### src/rtl/ecpu_rom_arb.sv
// ecpu_rom_arb -- arbitrates one single-port ROM RAM between the ioctl
// download path (writes) and a CPU read port.
//
// Download writes that fall inside the window [BASE, BASE+SIZE) are staged
// in a one-entry holding register and committed to the RAM in a one-cycle
// WRITE state. Writes always win over CPU reads. CPU reads take three cycles
// from the sampled request to the one-cycle ack pulse (IDLE -> READ -> DATA,
// then ack). Each read ends back in IDLE, so two acks can never be adjacent.
//
// Optional feature: define ECPU_ROM_ARB_CKSUM_EN to add a 16-bit running sum
// of every byte committed to the RAM. The sum clears at reset and at the
// start of each download.
//
// Ports:
//   clk_sys         system clock, rising edge
//   rst_n           asynchronous active-low reset
//   ioctl_download  download in progress
//   ioctl_addr      download byte address (27 bits)
//   ioctl_dout      download data, low byte used
//   ioctl_wr        one-cycle download write strobe
//   cpu_req         CPU read request, held until cpu_ack
//   cpu_addr        CPU read address
//   cpu_ack         one-cycle read completion pulse
//   cpu_data        read data, held until the next ack
//   rom_addr        RAM address (follows cpu_addr while idle)
//   rom_din         RAM write data (0 outside WRITE)
//   rom_wr_n        RAM write enable, active low
//   rom_q           RAM read data, one cycle after rom_addr
//   busy            FSM is not idle
//   done            sticky, set when a download ends
//   ovf             sticky, the holding register was overwritten
//   cksum           (ECPU_ROM_ARB_CKSUM_EN only) sum of committed bytes
module ecpu_rom_arb #(
  parameter int          AW   = 14,
  parameter logic [26:0] BASE = 27'h29000,
  parameter logic [26:0] SIZE = 27'h4000
) (
  input  logic          clk_sys,
  input  logic          rst_n,
  input  logic          ioctl_download,
  input  logic [26:0]   ioctl_addr,
  input  logic [15:0]   ioctl_dout,
  input  logic          ioctl_wr,
  input  logic          cpu_req,
  input  logic [AW-1:0] cpu_addr,
  output logic          cpu_ack,
  output logic [7:0]    cpu_data,
  output logic [AW-1:0] rom_addr,
  output logic [7:0]    rom_din,
  output logic          rom_wr_n,
  input  logic [7:0]    rom_q,
  output logic          busy,
  output logic          done,
  output logic          ovf
`ifdef ECPU_ROM_ARB_CKSUM_EN
  ,
  output logic [15:0]   cksum
`endif
);

  localparam logic [1:0] ST_IDLE  = 2'd0;
  localparam logic [1:0] ST_WRITE = 2'd1;
  localparam logic [1:0] ST_READ  = 2'd2;
  localparam logic [1:0] ST_DATA  = 2'd3;

  // One extra bit so BASE+SIZE cannot wrap at the top of the address space.
  localparam logic [27:0] WIN_LO = {1'b0, BASE};
  localparam logic [27:0] WIN_HI = {1'b0, BASE} + {1'b0, SIZE};

  logic [1:0]    state_r;
  logic [1:0]    state_nxt_s;
  logic          pending_r;
  logic [AW-1:0] hold_addr_r;
  logic [7:0]    hold_data_r;
  logic [AW-1:0] rom_addr_r;
  logic [7:0]    rom_din_r;
  logic          rom_wr_n_r;
  logic          cpu_ack_r;
  logic [7:0]    cpu_data_r;
  logic          busy_r;
  logic          done_r;
  logic          ovf_r;
  logic          dl_q_r;

  logic          in_win_s;
  logic          accept_s;
  logic          ovf_set_s;
  logic          dl_rise_s;
  logic          dl_fall_s;
  logic [26:0]   off_full_s;
  logic [AW-1:0] offset_s;
  logic          unused_dout_s;

  assign in_win_s      = ({1'b0, ioctl_addr} >= WIN_LO) && ({1'b0, ioctl_addr} < WIN_HI);
  assign accept_s      = ioctl_wr && ioctl_download && in_win_s;
  assign off_full_s    = ioctl_addr - BASE;
  assign offset_s      = off_full_s[AW-1:0];
  assign dl_rise_s     = ioctl_download && !dl_q_r;
  assign dl_fall_s     = !ioctl_download && dl_q_r;
  // A new byte arriving while the staged one is still waiting loses the old
  // one; during WRITE the staged byte is already on its way to the RAM.
  assign ovf_set_s     = accept_s && pending_r && (state_r != ST_WRITE);
  assign unused_dout_s = ^ioctl_dout[15:8];

  // Next-state selection: pending write first, then a CPU read when no
  // download is running.
  always_comb begin
    state_nxt_s = state_r;
    case (state_r)
      ST_IDLE: begin
        if (pending_r) begin
          state_nxt_s = ST_WRITE;
        end else if (cpu_req && !ioctl_download) begin
          state_nxt_s = ST_READ;
        end else begin
          state_nxt_s = ST_IDLE;
        end
      end
      ST_WRITE: state_nxt_s = ST_IDLE;
      ST_READ:  state_nxt_s = ST_DATA;
      ST_DATA:  state_nxt_s = ST_IDLE;
      default:  state_nxt_s = ST_IDLE;
    endcase
  end

  // FSM state plus registered RAM-side and CPU-side outputs.
  always_ff @(posedge clk_sys or negedge rst_n) begin
    if (!rst_n) begin
      state_r    <= ST_IDLE;
      busy_r     <= 1'b0;
      rom_wr_n_r <= 1'b1;
      rom_addr_r <= {AW{1'b0}};
      rom_din_r  <= 8'h00;
      cpu_ack_r  <= 1'b0;
      cpu_data_r <= 8'h00;
    end else begin
      state_r    <= state_nxt_s;
      busy_r     <= (state_nxt_s != ST_IDLE);
      rom_wr_n_r <= (state_nxt_s != ST_WRITE);
      // Snapshot the staged entry on entry to WRITE so a new download byte
      // landing in the holding register cannot corrupt the write in flight.
      if ((state_r == ST_IDLE) && (state_nxt_s == ST_WRITE)) begin
        rom_addr_r <= hold_addr_r;
        rom_din_r  <= hold_data_r;
      end else begin
        if ((state_r == ST_IDLE) && (state_nxt_s == ST_READ)) begin
          rom_addr_r <= cpu_addr;
        end
        rom_din_r <= 8'h00;
      end
      cpu_ack_r <= (state_r == ST_DATA);
      if (state_r == ST_DATA) begin
        cpu_data_r <= rom_q;
      end
    end
  end

  // Holding register and its pending flag.
  always_ff @(posedge clk_sys or negedge rst_n) begin
    if (!rst_n) begin
      pending_r   <= 1'b0;
      hold_addr_r <= {AW{1'b0}};
      hold_data_r <= 8'h00;
    end else begin
      if (accept_s) begin
        pending_r   <= 1'b1;
        hold_addr_r <= offset_s;
        hold_data_r <= ioctl_dout[7:0];
      end else if (state_r == ST_WRITE) begin
        pending_r <= 1'b0;
      end
    end
  end

  // Download edge detection and the sticky done/ovf flags.
  always_ff @(posedge clk_sys or negedge rst_n) begin
    if (!rst_n) begin
      dl_q_r <= 1'b0;
      done_r <= 1'b0;
      ovf_r  <= 1'b0;
    end else begin
      dl_q_r <= ioctl_download;
      if (dl_fall_s) begin
        done_r <= 1'b1;
      end else if (dl_rise_s) begin
        done_r <= 1'b0;
      end
      if (ovf_set_s) begin
        ovf_r <= 1'b1;
      end else if (dl_rise_s) begin
        ovf_r <= 1'b0;
      end
    end
  end

`ifdef ECPU_ROM_ARB_CKSUM_EN
  logic [15:0] cksum_r;

  // Running sum of bytes actually committed to the RAM.
  always_ff @(posedge clk_sys or negedge rst_n) begin
    if (!rst_n) begin
      cksum_r <= 16'h0000;
    end else if (dl_rise_s) begin
      cksum_r <= 16'h0000;
    end else if (state_r == ST_WRITE) begin
      cksum_r <= cksum_r + {8'h00, rom_din_r};
    end
  end

  assign cksum = cksum_r;
`endif

  // While idle the RAM address tracks the CPU so the read path needs no
  // extra setup cycle; elsewhere it shows the captured operation address.
  assign rom_addr = (state_r == ST_IDLE) ? cpu_addr : rom_addr_r;
  assign rom_din  = rom_din_r;
  assign rom_wr_n = rom_wr_n_r;
  assign cpu_ack  = cpu_ack_r;
  assign cpu_data = cpu_data_r;
  assign busy     = busy_r;
  assign done     = done_r;
  assign ovf      = ovf_r;

endmodule

### config.mk
export PLATFORM = sky130hd
export DESIGN_NAME = ecpu_rom_arb
export DESIGN_NICKNAME = d
export VERILOG_FILES = /design/src/rtl/ecpu_rom_arb.sv
export SDC_FILE = /design/constraint.sdc
export NUM_CORES = 1
export LEC_CHECK = 0
export BUFFER_PORTS_ARGS = -buffer_cell sky130_fd_sc_hd__buf_2
export CORE_MARGIN = 3
export CORE_UTILIZATION = 52
export DETAILED_ROUTE_END_ITERATION = 10
export PLACE_DENSITY = 0.83
export SKIP_LAST_GASP = 1
export SYNTH_ARGS = -nofsm -noshare
export SYNTH_HDL_FRONTEND = slang
export SYNTH_SLANG_ARGS = --single-unit
### constraint.sdc
create_clock -name clk_sys -period 3.6 [get_ports clk_sys]
set_input_delay 0.54 -clock clk_sys [delete_from_list [all_inputs] [get_ports clk_sys]]
set_output_delay 0.54 -clock clk_sys [all_outputs]
set_load 0.02 [all_outputs]
Word level (Yosys, flattened, before mapping):

Index checks and enable logic that the tools add are counted.

* reduce and logical (&&, ||, !) cells: 19
* magnitude comparators: 2
* eq/ne operators: 7
* add/subtract/negate cells: 1
* mux-type cells: 12

Operator list (number)
* $mux 14: 3
* $ge 27x18->1 const B: 1
* $lt 27x18->1 const B: 1
* $sub 14x13->14 const B: 1
* $logic_and 1x1->1: 10
* $reduce_bool 2->1: 5
* $mux 8: 1
* $eq 2x2->1 const B: 3
* $pmux 2 s3: 1
* $mux 1: 5
* $eq 2x1->1 const B: 2
* $mux 2: 2
* $ne 2x1->1 const B: 2
* $logic_not 1->1: 2
* $logic_not 2->1: 1
* $reduce_or 2->1: 1

* word-level logic and storage cells: 54
* register bits after elaboration: 61
* bits of input ports: 70
* output and inout bits: 35

Depth between registers and ports, before layout:

Gate-level depths: netlist of run 1.

* word-level depth: 9
* depth in mapped cells: 7
* gate-level depth less buffers: 6

Least setup slack after synthesis of run 1:

Ideal clock, no wire load.

* kind: input to register
* from: input port ioctl_addr[13]
* to: register hold_addr_r[0]
* setup time: 127 ps
* arrival: 1928 ps
* path buffers: 1
* data required time: 3473 ps
* slack: 1545 ps
* cell stages on the path: 7
* path through: inv_1 ha_1 nor4b_1 nand4_1 a211oi_4 buf_6 mux2_1

* cells in the longest elaborated chain, start to end: 3
* elaborated cells on any way between the ends: 4
* classes of those cells: order compare (2); reduce/logical (2)

Ends and longest elaborated chain
* from (decl): line 41 `input logic [26:0] ioctl_addr,`
* $ge 27x18->1 / $lt 27x18->1 (equally long branches): line 94 `assign in_win_s = ({1'b0, ioctl_addr} >= WIN_LO) && ({1'b0, ioctl_addr} < WIN_HI);`
* $logic_and 1x1->1 (*): line 94
* $logic_and 1x1->1 (*): line 95 `assign accept_s = ioctl_wr && ioctl_download && in_win_s;`
* to (signal assigned): line 162 `hold_addr_r <= {AW{1'b0}};`
* to (signal assigned): line 167 `hold_addr_r <= offset_s;`
* to (decl): line 73 `logic [AW-1:0] hold_addr_r;`

Mark *: on every way between the ends. The rest lies on a longest branch, timed or not.
A chain may end at the register's enable or synchronous reset.

Final worst setup path of run 1:

* from: register state_r[1]
* to: output port rom_addr[12]

* cells in the longest elaborated chain, start to end: 2

Ends and longest elaborated chain
* from (decl): line 70 `logic [1:0] state_r;`
* from (signal assigned): line 137 `state_r <= state_nxt_s;`
* $logic_not 2->1: line 215 `assign rom_addr = (state_r == ST_IDLE) ? cpu_addr : rom_addr_r;`
* $mux 14: line 215
* to (decl): line 48 `output logic [AW-1:0] rom_addr,`

No other way between the ends.

==> flow_metrics.py, run 1 <==
metrics = {
    "synth": {
        "synth-edff-count": 0,
        "synth_area_leaders": "dfrtp_1 57%, mux2_2 9.8%, mux2_1 9.0%",
        "synthCells": 201,
        "synth.largest_area_cell": "dfrtp_1",
        "synth.avg_cell_area_um2": 13.1,
        "ys_types": 30,
        "ys_async_sr_fraction_pct": 100,
        "yosysTopAreaCellShare_pct": 57.0,
        "syn-num-nets": 274,
        "ys_seq_elements": 61,
        "synth_flop_cell": "dfrtp_1",
        "ys_warn_count": 0,
        "synth_area_mm2": 0.00263,
        "ys_seq_area_share_pct": 58.0,
    },
    "timing": {
        "finClkSkew_ns": 0.00770,
        "slew_headroom_pct": 29.0,
        "grt_setup_unrepaired": "false",
        "fin_crit_sh_pct": 71.7,
        "worstMarginPinSlew_ns": 1.07,
        "fin_crit_ns": 2.58,
        "hold_viol": 0,
        "setup_tns_ns": 0,
        "max_clock_freq_ghz": 0.387,
        "drv_slew": 0,
        "setup_viol": 0,
    },
    "finish": {
        "syn_to_final_growth_pct": 30.2,
        "multi_input_area_mm2": 0.00104,
        "layout.nets": 379,
        "final_cell_mix": "96 x buf_2, 60 x dfrtp_1, 23 x mux2_2",
        "utilization_pct": 71.1,
        "diodes": 0,
        "register_area_mm2": 0.00153,
        "drive_gt1_share_pct": 46.3,
        "layout_commonest_cell": "buf_2",
        "fill_cells": 363,
    },
    "global_route": {
        "grt_use_total_pct": 19.8,
        "grt_max_degree": 49,
        "grt_pass1_vias": 1951,
        "grt_pass1_wl_um": 9150,
        "antenna_found_initial": 0,
        "grt_overflow_total": 0,
    },
    "flow_run": {
        "max-cap-violations": 0,
    },
    "status": {
        "status": "completed",
    },
    "min_path": {
        "worstHoldPathCells": 1,
        "min_path_type": "input port to flip-flop",
    },
    "clocking": {
        "postCtsSetupRepairBufs": 0,
        "cts.clk_slew.worst_paths_ns": 0.06,
        "cts_buffers": 9,
        "htree_levels": 3,
        "clockBufferDepth": 2,
        "clk_latency_ns": 0.33,
        "root_buffer": "clkbuf_8",
        "cts_resized": 0,
        "cts_sinks": 61,
        "hold_buffers": 0,
        "cts_tree": "done",
    },
    "pwr": {
        "p_leak_nw": 1.94,
        "irDropWorstVdd_mv": 0.550,
        "power_density_mw_per_mm2": 688,
    },
    "place": {
        "port_buffers": 96,
        "dp_hpwl_um": 4060,
        "gp_congestion": 0.715,
    },
    "drt": {
        "num_vias": 1922,
        "routed_wl_um": 5580,
        "wire_per_inst_um": 14.8,
        "routed_via_density": 5.08,
        "ant_nets": 0,
        "drc": 0,
        "drt_iter0_drc": 86,
        "dr.pass1.iters": 4,
    },
    "die": {
        "rows": 25,
        "coreArea_mm2": 0.00482,
        "fp.dieH_um": 77.2,
        "ioPinCount": 105,
        "start_util_pct": 54.6,
        "die_x_um": 77.2,
        "die-area_mm2": 0.00595,
    },
    "critical_path": {
        "critPathArrivalTime_ns": 2.04,
        "r2r_cells": 5,
        "critPathKind": "flip-flop to primary output",
        "worstPathMaxFanout": 16,
        "worstSetupEndpointType": "primary output",
        "required_ns": 3.06,
        "regToRegSetupSlack_ns": 1.48,
        "start_kind": "flip-flop",
    },
}
==> final cells by class <==
class / instances / share of cell area [%]
tap: 67 / 2.45
sequential: 61 / 44.6
clock buffer: 12 / 4.53
clock inverter: 4 / 2.04
timing repair buffer: 102 / 15.3
multi-input combinational: 126 / 30.4
inverter: 6 / 0.657
==> registers in the layout, summed over array words and instances, names as in the netlist <==
name / cells
busy: 1
cpu_ack: 1
cpu_data: 8
dl_q_r: 1
done: 1
hold_addr_r: 14
hold_data_r: 8
ovf: 1
pending_r: 1
rom_addr_r: 14
rom_din: 8
rom_wr_n: 1
state_r: 2
==> kinds of logic (layout without fill, tap and decap cells) <==
family / after synthesis / in the layout / share of synthesized area (%)
muxes: 59 / 59 / 24.5
adders and majority gates: 3 / 3 / 1.43
AOI/OAI and AO/OA: 21 / 21 / 5.04
buffers and inverters: 14 / 124 / 2.61
and+or+nand+nor: 43 / 43 / 8.37
DFF: 61 / 61 / 58.0
==> stage by stage <==
step	instances	hold slack [ns]	setup slack (ns)	power, mW	area, um^2
after floorplan	201	0.244	1.55	1.42	2630
after global placement	362	0.458	1.27	1.67	3200
after detailed placement	362	0.469	1.33	1.69	3200
after CTS	378	0.371	0.996	2.38	3430
after global routing	378	0.389	0.897	2.49	3430
final	378	0.383	1.02	2.36	3430
==> Yosys cell counts (2+ instances only) <==
master and n:
buf_6 2, dfrtp_1 60, nor4b_1 2, nor2_1 6, o21ai_0 5, nor4_1 2, ha_1 3, mux2i_1 15
nand2_1 16, o21ai_1 10, nor3_1 2, mux2_2 23, and3_1 8, clkbuf_1 5, inv_1 6, mux2_1 21
nand2b_1 2
==> worst max-delay path, cell delays in order, from the launching register on <==
cell and delay [ns]:
dfrtp_1 0.42, nor2_2 0.71, mux2_2 0.42, buf_2 0.16
==> layer usage <==
layer  global-route usage, %  part of all wire, %
met1                    27.2                   43
met2                    29.6                   47
met3                    5.63                  9.0
met4                    8.36                 0.30
met5                       0                    0
==> power breakdown <==
part           switching, mW  total (mW)  leakage, nW  internal, mW
Combinational          0.442       0.776         1.03         0.334
Sequential            0.0745       0.902        0.795         0.827
Clock                  0.255       0.681        0.116         0.426
==> worst paths after layout <==
kind | to | start
max | rom_addr[12] | state_r[1]
min | dl_q_r | ioctl_download
max reg2reg | rom_addr_r[0] | state_r[1]
min reg2reg | hold_data_r[2] | hold_data_r[2]
max in group asynchronous | dl_q_r | rst_n
min in group asynchronous | rom_addr_r[3] | rst_n
Note: power is estimated with default switching activity, not from simulation.
==> run 2: changes to the inputs <==
--- a/config.mk
+++ b/config.mk
@@ -5,11 +5,12 @@
 export SDC_FILE = /design/constraint.sdc
 export NUM_CORES = 1
 export LEC_CHECK = 0
+export ABC_AREA = 1
 export BUFFER_PORTS_ARGS = -buffer_cell sky130_fd_sc_hd__buf_2
 export CORE_MARGIN = 3
-export CORE_UTILIZATION = 52
+export CORE_UTILIZATION = 44
 export DETAILED_ROUTE_END_ITERATION = 10
-export PLACE_DENSITY = 0.83
+export PLACE_DENSITY = 0.74
 export SKIP_LAST_GASP = 1
 export SYNTH_ARGS = -nofsm -noshare
 export SYNTH_HDL_FRONTEND = slang
==> constraint.sdc (replaced) <==
create_clock -name clk_sys -period 2.25 [get_ports clk_sys]
set_input_delay 0.3375 -clock clk_sys [delete_from_list [all_inputs] [get_ports clk_sys]]
set_output_delay 0.3375 -clock clk_sys [all_outputs]
set_load 0.02 [all_outputs]
==> run 2 against run 1 <==
Effect of this change:
- the flow now finishes with violations (negative hold slack)
- sequential cell count is the same
- clock skew grew 0.0024 ns
- clock-buffer cell count grew 1
- synthesized cell count grew 54%
- cell count grew 29%
- synthesized area grew 6.7%
- clock power grew 47%
- first-iteration DRC count grew 29%
- critical path depth grew 1
- critical path type unchanged
- largest cell class unchanged
==> flow_metrics.py, run 2 <==
metrics = {
    "status": {
        "status": "finished with violations",
        "failed_checks": "negative hold slack",
    },
    "finish": {
        "layout_commonest_cell": "buf_2",
        "utilization_pct": 58.3,
        "reg_top3": "hold_addr_r x14, rom_addr_r x14",
        "multi_input_area_mm2": 0.00109,
        "drive_gt1_share_pct": 32.7,
        "fill_cells": 572,
        "register_area_mm2": 0.00153,
        "final_cell_mix": "96 x buf_2, 93 x nand2_1, 60 x dfrtp_1",
        "stdcell_area_mm2": 0.00353,
        "syn_to_final_growth_pct": 25.7,
        "stdcell_count": 488,
        "diodes": 0,
        "layout.nets": 481,
    },
    "critical_path": {
        "r2r_end": "rom_addr_r[6]",
        "path_buf_inv": 2,
        "crit_path_cell_trace": "nor2_2, buf_4, mux2_2, buf_2",
        "worstPathMaxFanout": 19,
        "regToRegSetupSlack_ns": 0.74,
        "start_kind": "flip-flop",
        "crit_slowest_cell": "dfrtp_1",
        "r2r_cells": 6,
        "r2r-start": "state_r[0]",
        "max_stage_delay_ns": 0.42,
        "worstSetupEndpointType": "primary output",
        "critPathArrivalTime_ns": 1.63,
        "required_ns": 1.91,
        "critPathTopFamily": "buffers and inverters",
        "critPathKind": "flip-flop to primary output",
    },
    "clocking": {
        "cts.clk_slew.worst_paths_ns": 0.07,
        "cts_buffers": 9,
        "hold_buffers": 0,
        "htree_levels": 3,
        "postCtsSetupRepairBufs": 0,
        "cts_resized": 0,
        "cts_tree": "done",
        "clk_latency_ns": 0.33,
        "clockBufferDepth": 2,
        "cts_sinks": 61,
        "root_buffer": "clkbuf_8",
    },
    "synth": {
        "synth_area_leaders": "dfrtp_1 53%, nand2_1 12%, nand3_1 6.9%",
        "synth_area_mm2": 0.00281,
        "ys_warn_count": 0,
        "syn-num-nets": 383,
        "ys_top_cells_by_count": "93 x nand2_1, 60 x dfrtp_1, 39 x nand3_1, 35 x nor2_1, 18 x inv_1",
        "ys_async_sr_fraction_pct": 100,
        "synthCells": 310,
        "yosysMostFrequentCell": "nand2_1",
        "ys_seq_elements": 61,
        "synth.avg_cell_area_um2": 9.06,
        "synth.largest_area_cell": "dfrtp_1",
        "synth_flop_cell": "dfrtp_1",
        "ys_types": 27,
        "yosysTopAreaCellShare_pct": 53.5,
        "synth-edff-count": 0,
        "ys_seq_area_share_pct": 54.4,
    },
    "place": {
        "placed_cell_area_mm2": 0.00332,
        "dp_cells": 472,
        "dp_hpwl_um": 4530,
        "port_buffers": 96,
        "gp_congestion": 0.842,
        "pre_cts_slack_ns": 0.631,
    },
    "timing": {
        "finalWorstSetupSlack_ns": 0.284,
        "fin_crit_ns": 1.97,
        "hold_ws_ns": -0.0155,
        "finClkSkew_ns": 0.0101,
        "grt_setup_unrepaired": "false",
        "fin_crit_sh_pct": 87.4,
        "slew_headroom_pct": 69.9,
        "drv_slew": 0,
        "hold_viol": 8,
        "setup_tns_ns": 0,
        "setup_viol": 0,
        "worstMarginPinSlew_ns": 0.452,
        "max_clock_freq_ghz": 0.509,
    },
    "die": {
        "coreArea_mm2": 0.00606,
        "fp.dieH_um": 85.9,
        "start_util_pct": 46.3,
        "die_x_um": 85.9,
        "ioPinCount": 105,
        "die-area_mm2": 0.00738,
        "rows": 28,
    },
    "pwr": {
        "share_comb_of_total_power_pct": 34.0,
        "p_int_mw": 2.43,
        "seq_power_share_pct": 38.9,
        "p_leak_nw": 1.88,
        "power_switching_mw": 1.27,
        "finalPower_mw": 3.70,
        "power_density_mw_per_mm2": 1050,
        "p_sw_share_pct": 34.4,
        "irDropWorstVdd_mv": 0.623,
        "clockPowerShare_pct": 27.1,
    },
    "drt": {
        "wire_per_inst_um": 12.8,
        "ant_nets": 0,
        "num_vias": 2346,
        "drt_iter0_drc": 111,
        "dr.pass1.iters": 5,
        "drc": 0,
        "routed_via_density": 4.81,
        "routed_wl_um": 6250,
    },
    "min_path": {
        "min_path_type": "input port to asynchronous set/reset pin",
    },
    "global_route": {
        "grt_use_total_pct": 18.0,
        "grt_pass1_vias": 2337,
        "grt_pass1_wl_um": 10500,
        "grt_max_degree": 62,
        "grt_overflow_total": 0,
        "antenna_found_initial": 0,
    },
    "flow_run": {
        "max-cap-violations": 0,
    },
}
-- run 2: worst register-to-register path: cells and delay by family (launching register included) --
family | cells | cell delay, ns
and+or+nand+nor | 4 | 0.62
DFF | 1 | 0.42
buffers and inverters | 1 | 0.26
AOI/OAI and AO/OA | 1 | 0.15
-- run 2: cells by family after synthesis --
logic type | synth area share [%]
buffers and inverters | 6.86
and+or+nand+nor | 27.6
muxes | 6.01
DFF | 54.4
AOI/OAI and AO/OA | 3.83
adders and majority gates | 1.34
-- run 2: layout make-up --
type                       count  area share [%]
sequential                    61            43.3
multi-input combinational    215            30.8
timing repair buffer         102            15.2
clock buffer                  13            4.78
tap                           75            2.66
inverter                      19            2.02
clock inverter                 3            1.20
-- run 2: worst max-delay path by stage --
stage / endpoint / from / cells past startpoint
2_1_floorplan: rom_addr[10] / state_r[1] / 4
3_3_place_gp: ovf / ioctl_addr[13] / 12
3_5_place_dp: rom_addr[4] / state_r[0] / 4
4_1_cts: rom_addr[4] / state_r[0] / 4
5_1_grt: rom_addr[4] / state_r[0] / 4
6_report: rom_addr[4] / state_r[0] / 4
-- run 2: layer usage --
layer | global-route usage (%) | vias up | routed length [um]
met3 | 4.03 | 4 | 471
met2 | 27.9 | 80 | 2940
li1 | - | 1194 | -
met5 | 0 | - | 0
met4 | 6.91 | 0 | 58
met1 | 24.7 | 1068 | 2780
-- run 2: power groups by stage --
stage                     combinational (mW)  sequential, mW  clock (mW)
final                                   1.26            1.44        1.00
after floorplan                        0.799            1.55           0
after detailed placement                1.27            1.46           0
after CTS                               1.27            1.44        1.03
after global placement                  1.24            1.45           0
after global routing                    1.38            1.47        1.08
==> run 3: changes to the inputs <==
--- a/config.mk
+++ b/config.mk
@@ -8,9 +8,9 @@
 export ABC_AREA = 1
 export BUFFER_PORTS_ARGS = -buffer_cell sky130_fd_sc_hd__buf_2
 export CORE_MARGIN = 3
-export CORE_UTILIZATION = 44
+export CORE_UTILIZATION = 40
 export DETAILED_ROUTE_END_ITERATION = 10
-export PLACE_DENSITY = 0.74
+export PLACE_DENSITY = 0.68
 export SKIP_LAST_GASP = 1
 export SYNTH_ARGS = -nofsm -noshare
 export SYNTH_HDL_FRONTEND = slang
==> constraint.sdc (replaced) <==
create_clock -name clk_sys -period 2.25 [get_ports clk_sys]
set_input_delay 0 -clock clk_sys [delete_from_list [all_inputs] [get_ports clk_sys]]
set_output_delay 0 -clock clk_sys [all_outputs]
set_load 0.02 [all_outputs]
==> run 3 against run 2 <==
Effect of this change:
- the flow now finishes without violations
- critical endpoint is now rom_addr[2]
- largest power group unchanged
- setup slack improved by 0.25 ns
- combinational power increased by 4%
- register-to-register slack got worse by 0.08 ns
- clock power increased by 20%
- via count increased by 7.5%
- global-route usage increased by 0.19 points
- power increased by 6.3%
- sequential cell count unchanged
- critical path type unchanged
- critical path depth unchanged
- first-iteration DRC count increased by 25%
- wire length increased by 11%
==> flow_metrics.py, run 3 (same netlist as run 2, synthesis figures left out) <==
metrics = {
    "finish": {
        "stdcell_count": 550,
        "reg_top3": "hold_addr_r x14, rom_addr_r x14",
        "layout_commonest_cell": "buf_2",
        "syn_to_final_growth_pct": 43.1,
        "final_cell_mix": "96 x buf_2, 93 x nand2_1, 60 x dfrtp_1",
        "register_area_mm2": 0.00153,
        "diodes": 0,
        "fill_cells": 560,
        "layout.nets": 525,
        "multi_input_area_mm2": 0.00109,
        "drive_gt1_share_pct": 29.5,
    },
    "pwr": {
        "p_int_mw": 2.60,
        "clockPowerShare_pct": 30.4,
        "irDropWorstVdd_mv": 0.413,
        "share_comb_of_total_power_pct": 33.2,
        "power_density_mw_per_mm2": 980,
        "p_sw_share_pct": 33.9,
        "p_leak_nw": 2.07,
        "power_switching_mw": 1.33,
        "seq_power_share_pct": 36.4,
    },
    "clocking": {
        "postCtsSetupRepairBufs": 0,
        "cts_sinks": 61,
        "cts_resized": 0,
        "cts.clk_slew.worst_paths_ns": 0.07,
        "clk_latency_ns": 0.34,
        "root_buffer": "clkbuf_8",
        "hold_buffers": 45,
        "cts_buffers": 9,
        "cts_tree": "done",
        "htree_levels": 3,
        "clockBufferDepth": 2,
    },
    "critical_path": {
        "max_stage_delay_ns": 0.42,
        "required_ns": 2.25,
        "crit_slowest_cell": "dfrtp_1",
        "critPathTopFamily": "buffers and inverters",
        "worstPathMaxFanout": 30,
        "crit_path_cell_trace": "nor2_2, buf_4, mux2_2, buf_2",
        "start_kind": "flip-flop",
        "critPathArrivalTime_ns": 1.72,
        "worstSetupEndpointType": "primary output",
        "critPathKind": "flip-flop to primary output",
        "path_buf_inv": 2,
    },
    "drt": {
        "dr.pass1.iters": 4,
        "ant_nets": 0,
        "drt_iter0_drc": 139,
        "wire_per_inst_um": 12.6,
        "routed_via_density": 4.59,
        "drc": 0,
        "routed_wl_um": 6950,
        "num_vias": 2522,
    },
    "die": {
        "coreArea_mm2": 0.00657,
        "die_x_um": 89.8,
        "start_util_pct": 42.8,
        "rows": 29,
        "die-area_mm2": 0.00806,
        "fp.dieH_um": 89.8,
        "ioPinCount": 105,
    },
    "timing": {
        "setup_viol": 0,
        "max_clock_freq_ghz": 0.581,
        "setup_tns_ns": 0,
        "slew_headroom_pct": 66.5,
        "fin_crit_sh_pct": 76.5,
        "grt_setup_unrepaired": "false",
        "worstMarginPinSlew_ns": 0.503,
        "finClkSkew_ns": 0.0142,
        "fin_crit_ns": 1.72,
        "finalWorstSetupSlack_ns": 0.529,
        "hold_viol": 0,
        "drv_slew": 0,
    },
    "global_route": {
        "grt_use_met1_pct": 23.3,
        "grt_overflow_total": 0,
        "grt_pass1_vias": 2527,
        "grt_max_degree": 31,
        "grt_use_met3_pct": 3.92,
        "grt_use_total_pct": 18.2,
        "grt_pass1_wl_um": 11900,
        "gr-usage-met2_pct": 29.6,
        "grt_most_used_layer": "met2",
        "antenna_found_initial": 0,
    },
    "place": {
        "gp_congestion": 0.775,
        "port_buffers": 96,
        "pre_cts_slack_ns": 0.660,
        "dp_hpwl_um": 4460,
        "dp_cells": 489,
    },
    "flow_run": {
        "max-cap-violations": 0,
    },
    "status": {
        "status": "completed",
    },
    "min_path": {
        "min_path_type": "input port to flip-flop",
    },
}
## run 3: cell count changes in the layout (fill, tap and decap cells not counted)
| cell | change |
|---|---|
| clkbuf_1 | -1 |
| clkinv_2 | -1 |
| dlygate4sd3_1 | +45 |
| buf_12 | -1 |
| clkinv_4 | +1 |
| clkbuf_8 | -3 |
| clkinvlp_4 | +1 |
| inv_6 | +1 |
| bufinv_16 | +2 |
## run 3: power by group through the flow
stage | clock network [mW] | logic (mW) | registers, mW
floorplan | 0 | 0.799 | 1.55
global placement | 0 | 1.23 | 1.45
detailed placement | 0 | 1.25 | 1.45
CTS | 1.23 | 1.31 | 1.43
global route | 1.27 | 1.41 | 1.46
finish | 1.20 | 1.31 | 1.43
## run 3: through the flow
stage               power (mW)  area, um^2  util (%)  hold WS (ns)
floorplan                 2.34        2810         -        -0.296
global placement          2.68        3320      50.6       -0.0202
detailed placement        2.70        3320      50.6       -0.0178
CTS                       3.97        4020      61.2        0.0217
global route              4.14        4020      61.2        0.0718
finish                    3.94        4020      61.2        0.0426
## run 3: metal layers
metal | wire [um] | vias to the layer above
li1 | - | 1291
met1 | 3150 | 1139
met2 | 3280 | 80
met3 | 365 | 12
met4 | 148 | 0
met5 | 0 | -
## run 3: path summary, 6_finish.rpt
kind	slack, ns	cells past startpoint	end	from
worst max-delay path	0.53	4	rom_addr[2]	state_r[0]
worst min-delay path	0.04	3	state_r[1]	cpu_req
worst max register to register	0.66	6	rom_addr_r[11]	state_r[0]
worst min register to register	0.47	2	cpu_data[6]	cpu_data[6]
max in group asynchronous	1.41	3	rom_wr_n	rst_n
min in group asynchronous	0.16	2	rom_addr_r[11]	rst_n
## run 3: worst reg2reg max path: stages, from the launching register on
cell     delay (ns)
dfrtp_1        0.42
nor2_2         0.09
buf_4          0.32
nand4_2        0.18
nand2_4        0.28
nor2_1         0.10
a31oi_1        0.14
## run 3: layout make-up
type | instances | area share, %
multi-input cells | 215 | 27.1
inverters | 19 | 1.77
repair buffers | 146 | 24.1
clock inverters | 7 | 3.05
well taps | 93 | 2.90
flip-flops and latches | 61 | 38.0
clock buffers | 9 | 3.08
